[config.mk]
export PLATFORM = sky130hd
export DESIGN_NAME = spi_master_tx_flat
export DESIGN_NICKNAME = d
export VERILOG_FILES = /design/src/rtl/spi_pkg.sv /design/src/rtl/spi_master_tx_if.sv /design/src/rtl/spi_clk_div.sv /design/src/rtl/spi_master_tx.sv /design/src/flat_wrapper.sv
export SDC_FILE = /design/constraint.sdc
export NUM_CORES = 1
export LEC_CHECK = 0
export CORE_UTILIZATION = 45
export CTS_CLUSTER_SIZE = 40
export DETAILED_ROUTE_END_ITERATION = 12
export HOLD_SLACK_MARGIN = 0.05
export PLACE_DENSITY = 0.68
export RECOVER_POWER = 25
export SLEW_MARGIN = 20
export SYNTH_ARGS = -nofsm -noshare
export SYNTH_HDL_FRONTEND = slang
export SYNTH_SLANG_ARGS = --single-unit
[constraint.sdc]
create_clock -name clk -period 3.4 [get_ports clk]
set_clock_uncertainty 0.2 [all_clocks]
set_input_delay 0.85 -clock clk [delete_from_list [all_inputs] [get_ports clk]]
set_output_delay 0.85 -clock clk [all_outputs]
set_load 0.005 [all_outputs]
[src/rtl/spi_pkg.sv]
// Shared SPI frame geometry and transmitter FSM state codes, so the receiver
// and transmitter agree on frame length.
package spi_pkg;

    localparam int DATA_LENGTH = 8;
    localparam int TRAIL_SCK   = 4;

    typedef logic [2:0] spi_state_t;

    localparam spi_state_t ST_IDLE  = 3'd0;
    localparam spi_state_t ST_SETUP = 3'd1;
    localparam spi_state_t ST_SHIFT = 3'd2;
    localparam spi_state_t ST_HOLD  = 3'd3;
    localparam spi_state_t ST_GAP   = 3'd4;

endpackage

[src/rtl/spi_master_tx_if.sv]
// Word handshake plus SPI pins of the transmitter; the "slave" modport is the
// transmitter side, "master" is the system logic feeding it.
interface spi_master_tx_if #(
    parameter int DATA_LENGTH = spi_pkg::DATA_LENGTH
);
    logic [DATA_LENGTH-1:0] data;
    logic                   valid;
    logic                   ready;
    logic                   busy;
    logic                   done;
    logic                   sck;
    logic                   ss;
    logic                   mosi;

    modport master (output data, valid, input ready, busy, done, sck, ss, mosi);
    modport slave  (input data, valid, output ready, busy, done, sck, ss, mosi);
endinterface

[src/rtl/spi_clk_div.sv]
// Half-period timer for sck: one-cycle tick every CLK_DIV enabled cycles,
// count held at zero while disabled so each enable starts a fresh period.
module spi_clk_div #(
    parameter int CLK_DIV = 2
) (
    input  logic clk,
    input  logic rst_n,
    input  logic en,
    output logic tick
);
    localparam int            CW = $clog2(CLK_DIV + 1);
    localparam logic [CW-1:0] TC = CW'(CLK_DIV - 1);

    logic [CW-1:0] cnt_q, cnt_d;

    always_comb begin
        tick  = en && (cnt_q == TC);
        cnt_d = cnt_q + 1'b1;
        if (!en || tick) begin
            cnt_d = '0;
        end
    end

    always_ff @(posedge clk or negedge rst_n) begin
        if (!rst_n) begin
            cnt_q <= '0;
        end else begin
            cnt_q <= cnt_d;
        end
    end
endmodule

[src/rtl/spi_master_tx.sv]
// SPI mode-0 word transmitter, LSB first, with trailing dummy sck pulses.
//   state | meaning
//   IDLE  | ready for a word, ss high
//   SETUP | ss low, sck low for one half-period before the first rise
//   SHIFT | DATA_LENGTH data bits then TRAIL_SCK dummy bits (mosi=0)
//   HOLD  | sck low, ss still low for one half-period
//   GAP   | ss high, busy, first cycle carries the done pulse
module spi_master_tx #(
    parameter int DATA_LENGTH = spi_pkg::DATA_LENGTH,
    parameter int CLK_DIV     = 2,
    parameter int TRAIL_SCK   = spi_pkg::TRAIL_SCK,
    parameter int GAP_CYCLES  = 2
) (
    input logic            clk,
    input logic            rst_n,
    spi_master_tx_if.slave bus
);
    import spi_pkg::*;

    localparam int            N        = DATA_LENGTH + TRAIL_SCK;
    localparam int            BW       = $clog2(N + 1);
    localparam int            GW       = $clog2(GAP_CYCLES + 1);
    localparam logic [BW-1:0] BIT_LAST = BW'(N);
    localparam logic [GW-1:0] GAP_LOAD = GW'(GAP_CYCLES - 1);

    spi_state_t             state_q, state_d;
    logic [DATA_LENGTH-1:0] shreg_q, shreg_d;
    logic [BW-1:0]          bit_cnt_q, bit_cnt_d;
    logic [GW-1:0]          gap_cnt_q, gap_cnt_d;
    logic                   sck_q, sck_d;
    logic                   ss_q, ss_d;
    logic                   done_q, done_d;
    logic                   div_en, tick, accept;

    assign div_en = (state_q == ST_SETUP) || (state_q == ST_SHIFT) || (state_q == ST_HOLD);

    spi_clk_div #(.CLK_DIV(CLK_DIV)) u_clk_div (
        .clk   (clk),
        .rst_n (rst_n),
        .en    (div_en),
        .tick  (tick)
    );

    always_comb begin
        state_d   = state_q;
        shreg_d   = shreg_q;
        bit_cnt_d = bit_cnt_q;
        gap_cnt_d = gap_cnt_q;
        sck_d     = sck_q;
        ss_d      = ss_q;
        done_d    = 1'b0;
        accept    = bus.valid && (state_q == ST_IDLE);
        case (state_q)
            ST_IDLE: begin
                if (accept) begin
                    state_d   = ST_SETUP;
                    shreg_d   = bus.data;
                    bit_cnt_d = '0;
                    ss_d      = 1'b0;
                end
            end
            ST_SETUP: begin
                if (tick) begin
                    state_d = ST_SHIFT;
                    sck_d   = 1'b1;
                end
            end
            ST_SHIFT: begin
                // mosi moves only on the falling edge; zeros shift in behind the word
                if (tick) begin
                    if (sck_q) begin
                        sck_d     = 1'b0;
                        bit_cnt_d = bit_cnt_q + 1'b1;
                        shreg_d   = shreg_q >> 1;
                    end else if (bit_cnt_q == BIT_LAST) begin
                        state_d = ST_HOLD;
                    end else begin
                        sck_d = 1'b1;
                    end
                end
            end
            ST_HOLD: begin
                if (tick) begin
                    state_d   = ST_GAP;
                    ss_d      = 1'b1;
                    done_d    = 1'b1;
                    gap_cnt_d = GAP_LOAD;
                end
            end
            ST_GAP: begin
                if (gap_cnt_q == '0) begin
                    state_d = ST_IDLE;
                end else begin
                    gap_cnt_d = gap_cnt_q - 1'b1;
                end
            end
            default: state_d = ST_IDLE;
        endcase
    end

    always_ff @(posedge clk or negedge rst_n) begin
        if (!rst_n) begin
            state_q   <= ST_IDLE;
            shreg_q   <= '0;
            bit_cnt_q <= '0;
            gap_cnt_q <= '0;
            sck_q     <= 1'b0;
            ss_q      <= 1'b1;
            done_q    <= 1'b0;
        end else begin
            state_q   <= state_d;
            shreg_q   <= shreg_d;
            bit_cnt_q <= bit_cnt_d;
            gap_cnt_q <= gap_cnt_d;
            sck_q     <= sck_d;
            ss_q      <= ss_d;
            done_q    <= done_d;
        end
    end

    assign bus.ready = (state_q == ST_IDLE);
    assign bus.busy  = (state_q != ST_IDLE);
    assign bus.done  = done_q;
    assign bus.sck   = sck_q;
    assign bus.ss    = ss_q;
    assign bus.mosi  = shreg_q[0];
endmodule

[src/flat_wrapper.sv]
// flat-port wrapper written by rule: the top's interface ports become plain ports
module spi_master_tx_flat import spi_pkg::*;
#(
    parameter int DATA_LENGTH = spi_pkg::DATA_LENGTH,
    parameter int CLK_DIV     = 2,
    parameter int TRAIL_SCK   = spi_pkg::TRAIL_SCK,
    parameter int GAP_CYCLES  = 2
)
  (clk, rst_n, bus_data, bus_valid, bus_ready, bus_busy, bus_done, bus_sck, bus_ss, bus_mosi);
  spi_master_tx_if #(.DATA_LENGTH(DATA_LENGTH)) bus_i ();
  input logic clk;
  input logic rst_n;
  input wire logic [$bits(bus_i.data)-1:0] bus_data;
  input wire logic [$bits(bus_i.valid)-1:0] bus_valid;
  output wire logic [$bits(bus_i.ready)-1:0] bus_ready;
  output wire logic [$bits(bus_i.busy)-1:0] bus_busy;
  output wire logic [$bits(bus_i.done)-1:0] bus_done;
  output wire logic [$bits(bus_i.sck)-1:0] bus_sck;
  output wire logic [$bits(bus_i.ss)-1:0] bus_ss;
  output wire logic [$bits(bus_i.mosi)-1:0] bus_mosi;
  assign bus_i.data = bus_data;
  assign bus_i.valid = bus_valid;
  assign bus_ready = bus_i.ready;
  assign bus_busy = bus_i.busy;
  assign bus_done = bus_i.done;
  assign bus_sck = bus_i.sck;
  assign bus_ss = bus_i.ss;
  assign bus_mosi = bus_i.mosi;
  spi_master_tx #(.DATA_LENGTH(DATA_LENGTH), .CLK_DIV(CLK_DIV), .TRAIL_SCK(TRAIL_SCK), .GAP_CYCLES(GAP_CYCLES)) u_core (.clk(clk), .rst_n(rst_n), .bus(bus_i));
endmodule
# Yosys cells after proc, flatten, opt, wreduce, memory -nomap -nowiden
# Index checks and enable logic that the tools add are counted.
# Widths: inputs -> output; s select.
[totals]
regBits = 22
inputBits = 11
output_inout_bits = 6
wordCells = 73
[op_classes]
n_addsub = 3
eq_ne = 15
mux = 29
n_reduce_logical = 18
[op_table]
columns = ["op", "n"]
rows = [
  ["$mux 8", 3],
  ["$mux 3", 7],
  ["$pmux 8 s2", 1],
  ["$pmux 3 s5", 1],
  ["$mux 4", 3],
  ["$ne 2x1->1 const B", 6],
  ["$reduce_and 3->1", 3],
  ["$pmux 4 s2", 1],
  ["$reduce_bool 2->1", 4],
  ["$mux 1", 7],
  ["$reduce_and 7->1", 1],
  ["$eq 3x2->1 const B", 2],
  ["$mux 2", 3],
  ["$ne 2x2->1 const B", 3],
  ["$add 4x1->4 const B", 1],
  ["$eq 4x4->1 const B", 1],
  ["$pmux 1 s2", 2],
  ["$pmux 2 s2", 1],
  ["$reduce_and 4->1", 1],
  ["$eq 3x1->1 const B", 1],
  ["$eq 3x3->1 const B", 1],
  ["$logic_not 3->1", 1],
  ["$logic_or 1x1->1", 3],
  ["$reduce_bool 3->1", 1],
  ["other kinds (6)", 7],
]

# Longest topological paths before layout
[logic_depth]
depth_word = 6
ltp_mapped = 6
ltp_nobuf = 6

# Cells and area by module
# Synthesis repeated with hierarchy kept, for this count alone.
[hier_totals]
cells_unflattened = 105
area_unflattened_um2 = 1201.2
[by_module_without_submodules]
columns = ["mod", "instances", "cells_per_inst", "area_per_inst_um2", "seq_area_each_um2"]
rows = [
  ["spi_master_tx", 1, 98, 1103.6, 501.7],
  ["spi_clk_div", 1, 7, 97.6, 50.0],
]

# Worst setup path before layout
# No wires, ideal clock.
[synth_path]
path_kind = "input-to-reg"
start = "input port bus_valid"
end = "register u_core.shreg_q[0]"
setup_time_ns = 0.125
arrival_time_ns = 1.770
t_required_ns = 3.075
slack_ns = 1.305
stages = 3
path_buffers = 0
cell_sequence = "nand2b_1 > a211oi_4 > mux2_2"
[synth_between]
elab_chain_len = 3
[synth_rtl]
columns = ["item", "line_no", "text"]
rows = [
  ["from (decl)", "flat_wrapper.sv:14", "input wire logic [$bits(bus_i.valid)-1:0] bus_valid;"],
  ["$logic_and 1x1->1", "spi_master_tx.sv:52", "accept = bus.valid && (state_q == ST_IDLE);"],
  ["$ne 2x1->1 (no line)", "--", ""],
  ["$reduce_and 4->1 (no line)", "--", ""],
  ["to (signal assigned)", "spi_master_tx.sv:112", "shreg_q <= shreg_d;"],
  ["to (decl)", "spi_master_tx.sv:27", "logic [DATA_LENGTH-1:0] shreg_q, shreg_d;"],
]
# No other way between the ends.
# A chain may end at the register's enable or synchronous reset.

# Worst setup path after layout
[layout_path]
start = "register u_core.state_q[0]"
end = "output port bus_ready"
[layout_between]
elab_chain_len = 1
[layout_rtl]
columns = ["item", "line_no", "text"]
rows = [
  ["from (decl)", "spi_master_tx.sv:26", "spi_state_t state_q, state_d;"],
  ["from (signal assigned)", "spi_master_tx.sv:111", "state_q <= state_d;"],
  ["$logic_not 3->1", "spi_master_tx.sv:121", "assign bus.ready = (state_q == ST_IDLE);"],
  ["to (decl)", "flat_wrapper.sv:15", "output wire logic [$bits(bus_i.ready)-1:0] bus_ready;"],
]
# No other way between the ends.

==> flow_summary.rst <==
.. list-table::
   :header-rows: 1

   * - Metric
     - Value
   * - Result of the run
     - completed
   * - Share of synthesized area occupied by flip-flops and latches
     - 0.485
   * - Setup_tns
     - 0 ns
   * - Aggregate global-route resource usage
     - 0.168
   * - Drt first-iter violations
     - 12
   * - Nets
     - ~130
   * - Final hold violation count
     - 0
   * - Crit path kind
     - reg2out
   * - HPWL Detailed
     - 1390 um
   * - Final worst-path cycle share
     - 0.823
   * - Share of synthesized registers carrying an async set or reset
     - 1.00
   * - Met1 layer wirelength in the final routing
     - 975 um
   * - Share of Yosys cell area claimed by the top area cell type
     - 0.462
   * - Count of flip-flops with a built-in enable after synthesis
     - 0
   * - Number of warnings issued by yosys
     - 0
   * - Worst min-delay path class
     - reg2reg
   * - CTS root buffer
     - sky130_fd_sc_hd__clkbuf_4
   * - Commonest non-fill, non-tap cells in the layout
     - sky130_fd_sc_hd__dfrtp_1 (21), sky130_fd_sc_hd__clkdlybuf4s50_1 (15), sky130_fd_sc_hd__mux2_2 (14), sky130_fd_sc_hd__nand2_1 (12), sky130_fd_sc_hd__inv_1 (11)
   * - Leakage dissipation
     - ~0.58 nW
   * - Via count of the first global-routing pass
     - around 770
   * - Endpoint type of the worst setup path
     - output pin
   * - Critical path peak fanout
     - 13
   * - Max-slew violation count
     - 0
   * - Met2 routed wirelength
     - 887 um
   * - Placement row count
     - 17
   * - Critical path required time
     - 2.35 ns
   * - Commonest non-fill, non-tap cell in the layout
     - sky130_fd_sc_hd__dfrtp_1
   * - Top area cells in the synthesized netlist
     - sky130_fd_sc_hd__dfrtp_1 (46%), sky130_fd_sc_hd__mux2_2 (14%), sky130_fd_sc_hd__ha_1 (4.4%), sky130_fd_sc_hd__nand2_1 (4.0%), sky130_fd_sc_hd__inv_1 (3.6%)
   * - Top routing layer in use
     - met4
   * - Max_slew headroom
     - 0.232
   * - Core Footprint
     - about 0.0023 sq mm
   * - Total wire length after detailed routing
     - approximately 1900 um
   * - Clock edge transition at the registers on the reported setup and hold paths
     - between 0.1 and 0.15 ns
   * - RSZ-0062 raised after global routing
     - no
   * - Post-synthesis instance area
     - ~0.0011 sq mm
   * - Worst skew pair latency
     - about 0.29 ns
   * - Via count normalized by instance count
     - between 5 and 6
   * - Most common flop cell mapped by yosys
     - sky130_fd_sc_hd__dfrtp_1
   * - Die H
     - ~52 um
   * - Number of different library cells in the post-synthesis netlist
     - 30
   * - Worst slew pin tran
     - around 1.2 ns
   * - Leading area contributor after synthesis
     - sky130_fd_sc_hd__dfrtp_1
   * - IO Port Bufs
     - 16
   * - Weighted congestion at the end of routability-driven global placement
     - 0.737
   * - Initial Util
     - 0.495
   * - Sinks on Clock Net
     - 22
   * - TritonCTS Buffers
     - 3
   * - Fillcell total
     - between 200 and 250
   * - Startpoint type of the worst setup path
     - flip-flop
   * - Highest achievable clock rate
     - ~0.36 GHz
   * - Routed length on met3
     - around 43 um
   * - Number of setup violations in the final report
     - 0
   * - Time the final worst path needs with I/O delays and setup
     - 2.80 ns
   * - Routed length per placed instance
     - between 10 and 15 um
   * - Worst Path Arrival
     - 1.75 ns
   * - Total of max-cap violations
     - 0
   * - Die width
     - 52.3 um
   * - Overall via count from detail_route
     - 808
   * - Synthesized instance count
     - 100
   * - Net Count, Synth
     - around 120
   * - Number of diodes
     - 0
   * - Post-Route Utilization
     - 0.584
   * - Area of the die
     - between 0.002 and 0.003 sq mm
   * - First-pass GRT wire length
     - roughly 3400 um
   * - Maximum number of pins on one net before global-route repair
     - 23
   * - Syn_area_per_cell
     - 11.4 sq um
   * - Hold Buf Count CTS
     - 0
   * - Share of cells above drive strength 1
     - 0.178
   * - Cell Pwr Density
     - 793 mW/mm^2
   * - Count of pins on the block boundary
     - 17
   * - Count of unresolved DRC violations after routing
     - 0
   * - Synthesis-to-finish area growth
     - 18.0%
   * - Total of flip-flops plus latches after synthesis
     - 22
   * - Overflow after GRT
     - 0
   * - Setup Fix Bufs, Post-CTS
     - 0
   * - Clock Path Buffers
     - 2
   * - CTS tree
     - built
   * - Resized cells post-CTS
     - 0
   * - Number of nets with antenna violations after routing
     - 0
   * - Peak supply drop
     - 0.000412 V
   * - CTS H-Tree Depth
     - 1
   * - Number of antenna violations at the first check in global routing
     - 0
   * - Total iterations of the first detailed-routing run
     - 4
[area by class of cell]
class	instances	area, sq um	share of cell area
flip-flops and latches	22	552	0.411
multi-input cells	64	524	0.390
clock buffers	4	26.3	0.0196
well taps	28	35.0	0.0261
repair buffers	17	164	0.122
inverters	11	41.3	0.0308
[cell usage after synthesis (2+ instances only)]
library cell                instances
sky130_fd_sc_hd__a2111oi_0          2
sky130_fd_sc_hd__dfrtp_1           21
sky130_fd_sc_hd__ha_1               4
sky130_fd_sc_hd__inv_1             11
sky130_fd_sc_hd__mux2_2            14
sky130_fd_sc_hd__mux2i_1            4
sky130_fd_sc_hd__nand2_1           12
sky130_fd_sc_hd__nand2b_1           3
sky130_fd_sc_hd__nand3_1            2
sky130_fd_sc_hd__nor2_1             2
sky130_fd_sc_hd__nor4_1             2
sky130_fd_sc_hd__o21ai_0            3
sky130_fd_sc_hd__o22ai_1            2
sky130_fd_sc_hd__or4b_1             2
[path summary, 6_finish.rpt]
| check | startpoint | to | slack (ns) | cells after the start |
|---|---|---|---|---|
| min | u_core.u_clk_div.cnt_q[0] | u_core.u_clk_div.cnt_q[0] | 0.26 | 1 |
| min in group asynchronous | rst_n | u_core.state_q[0] | 1.08 | 2 |
| max reg2reg | u_core.state_q[1] | u_core.shreg_q[5] | 1.23 | 3 |
| max | u_core.state_q[0] | bus_ready | 0.60 | 4 |
| min reg2reg | u_core.u_clk_div.cnt_q[0] | u_core.u_clk_div.cnt_q[0] | 0.26 | 1 |
| max in group asynchronous | rst_n | u_core.shreg_q[2] | 1.24 | 2 |
[state kept, by name, indices dropped and copies added, names as in the netlist]
signal,count
u_core.state_q,3
u_core.bit_cnt_q,4
u_core.u_clk_div.cnt_q,2
u_core.bus.sck,1
u_core.bus.done,1
u_core.bus.ss,1
u_core.gap_cnt_q,2
u_core.shreg_q,8
[critical path, stage by stage (launching register included)]
cell and delay (ns):
sky130_fd_sc_hd__dfrtp_1 0.55, sky130_fd_sc_hd__nor2_1 0.26, sky130_fd_sc_hd__nand2_1 0.10, sky130_fd_sc_hd__inv_1 0.06, sky130_fd_sc_hd__clkdlybuf4s50_1 0.48
[power by group]
group	total (mW)	switching (mW)	internal, mW
logic	0.473	0.203	0.270
registers	0.473	0.104	0.368
clock network	0.119	0.0737	0.0456
[through the flow]
stage / setup WS (ns) / std cells / cell area (sq um) / total power, mW / hold slack (ns)
finish: 0.602 / 146 / 1340 / 1.06 / 0.264
global route: 0.463 / 146 / 1340 / 1.16 / 0.291
CTS: 0.568 / 146 / 1350 / 1.08 / 0.268
detailed placement: 0.633 / 142 / 1320 / 0.955 / 0.251
global placement: 0.680 / 142 / 1320 / 0.934 / 0.233
floorplan: 1.31 / 100 / 1140 / 0.822 / 0.218
[kinds of logic after synthesis]
group	synth area share
muxes	0.174
AOI/OAI and AO/OA	0.0946
and+or+nand+nor	0.141
DFF	0.485
buffers and inverters	0.0539
xor gates and xnor gates	0.00770
adders and majority gates	0.0440
[routing by layer]
metal / GRT usage / up-vias
li1: - / 392
met1: 0.227 / 404
met2: 0.263 / 10
met3: 0.0348 / 2
met4: 0.0658 / 0
met5: 0 / -
No activity file was read; power rests on OpenSTA's default activity.
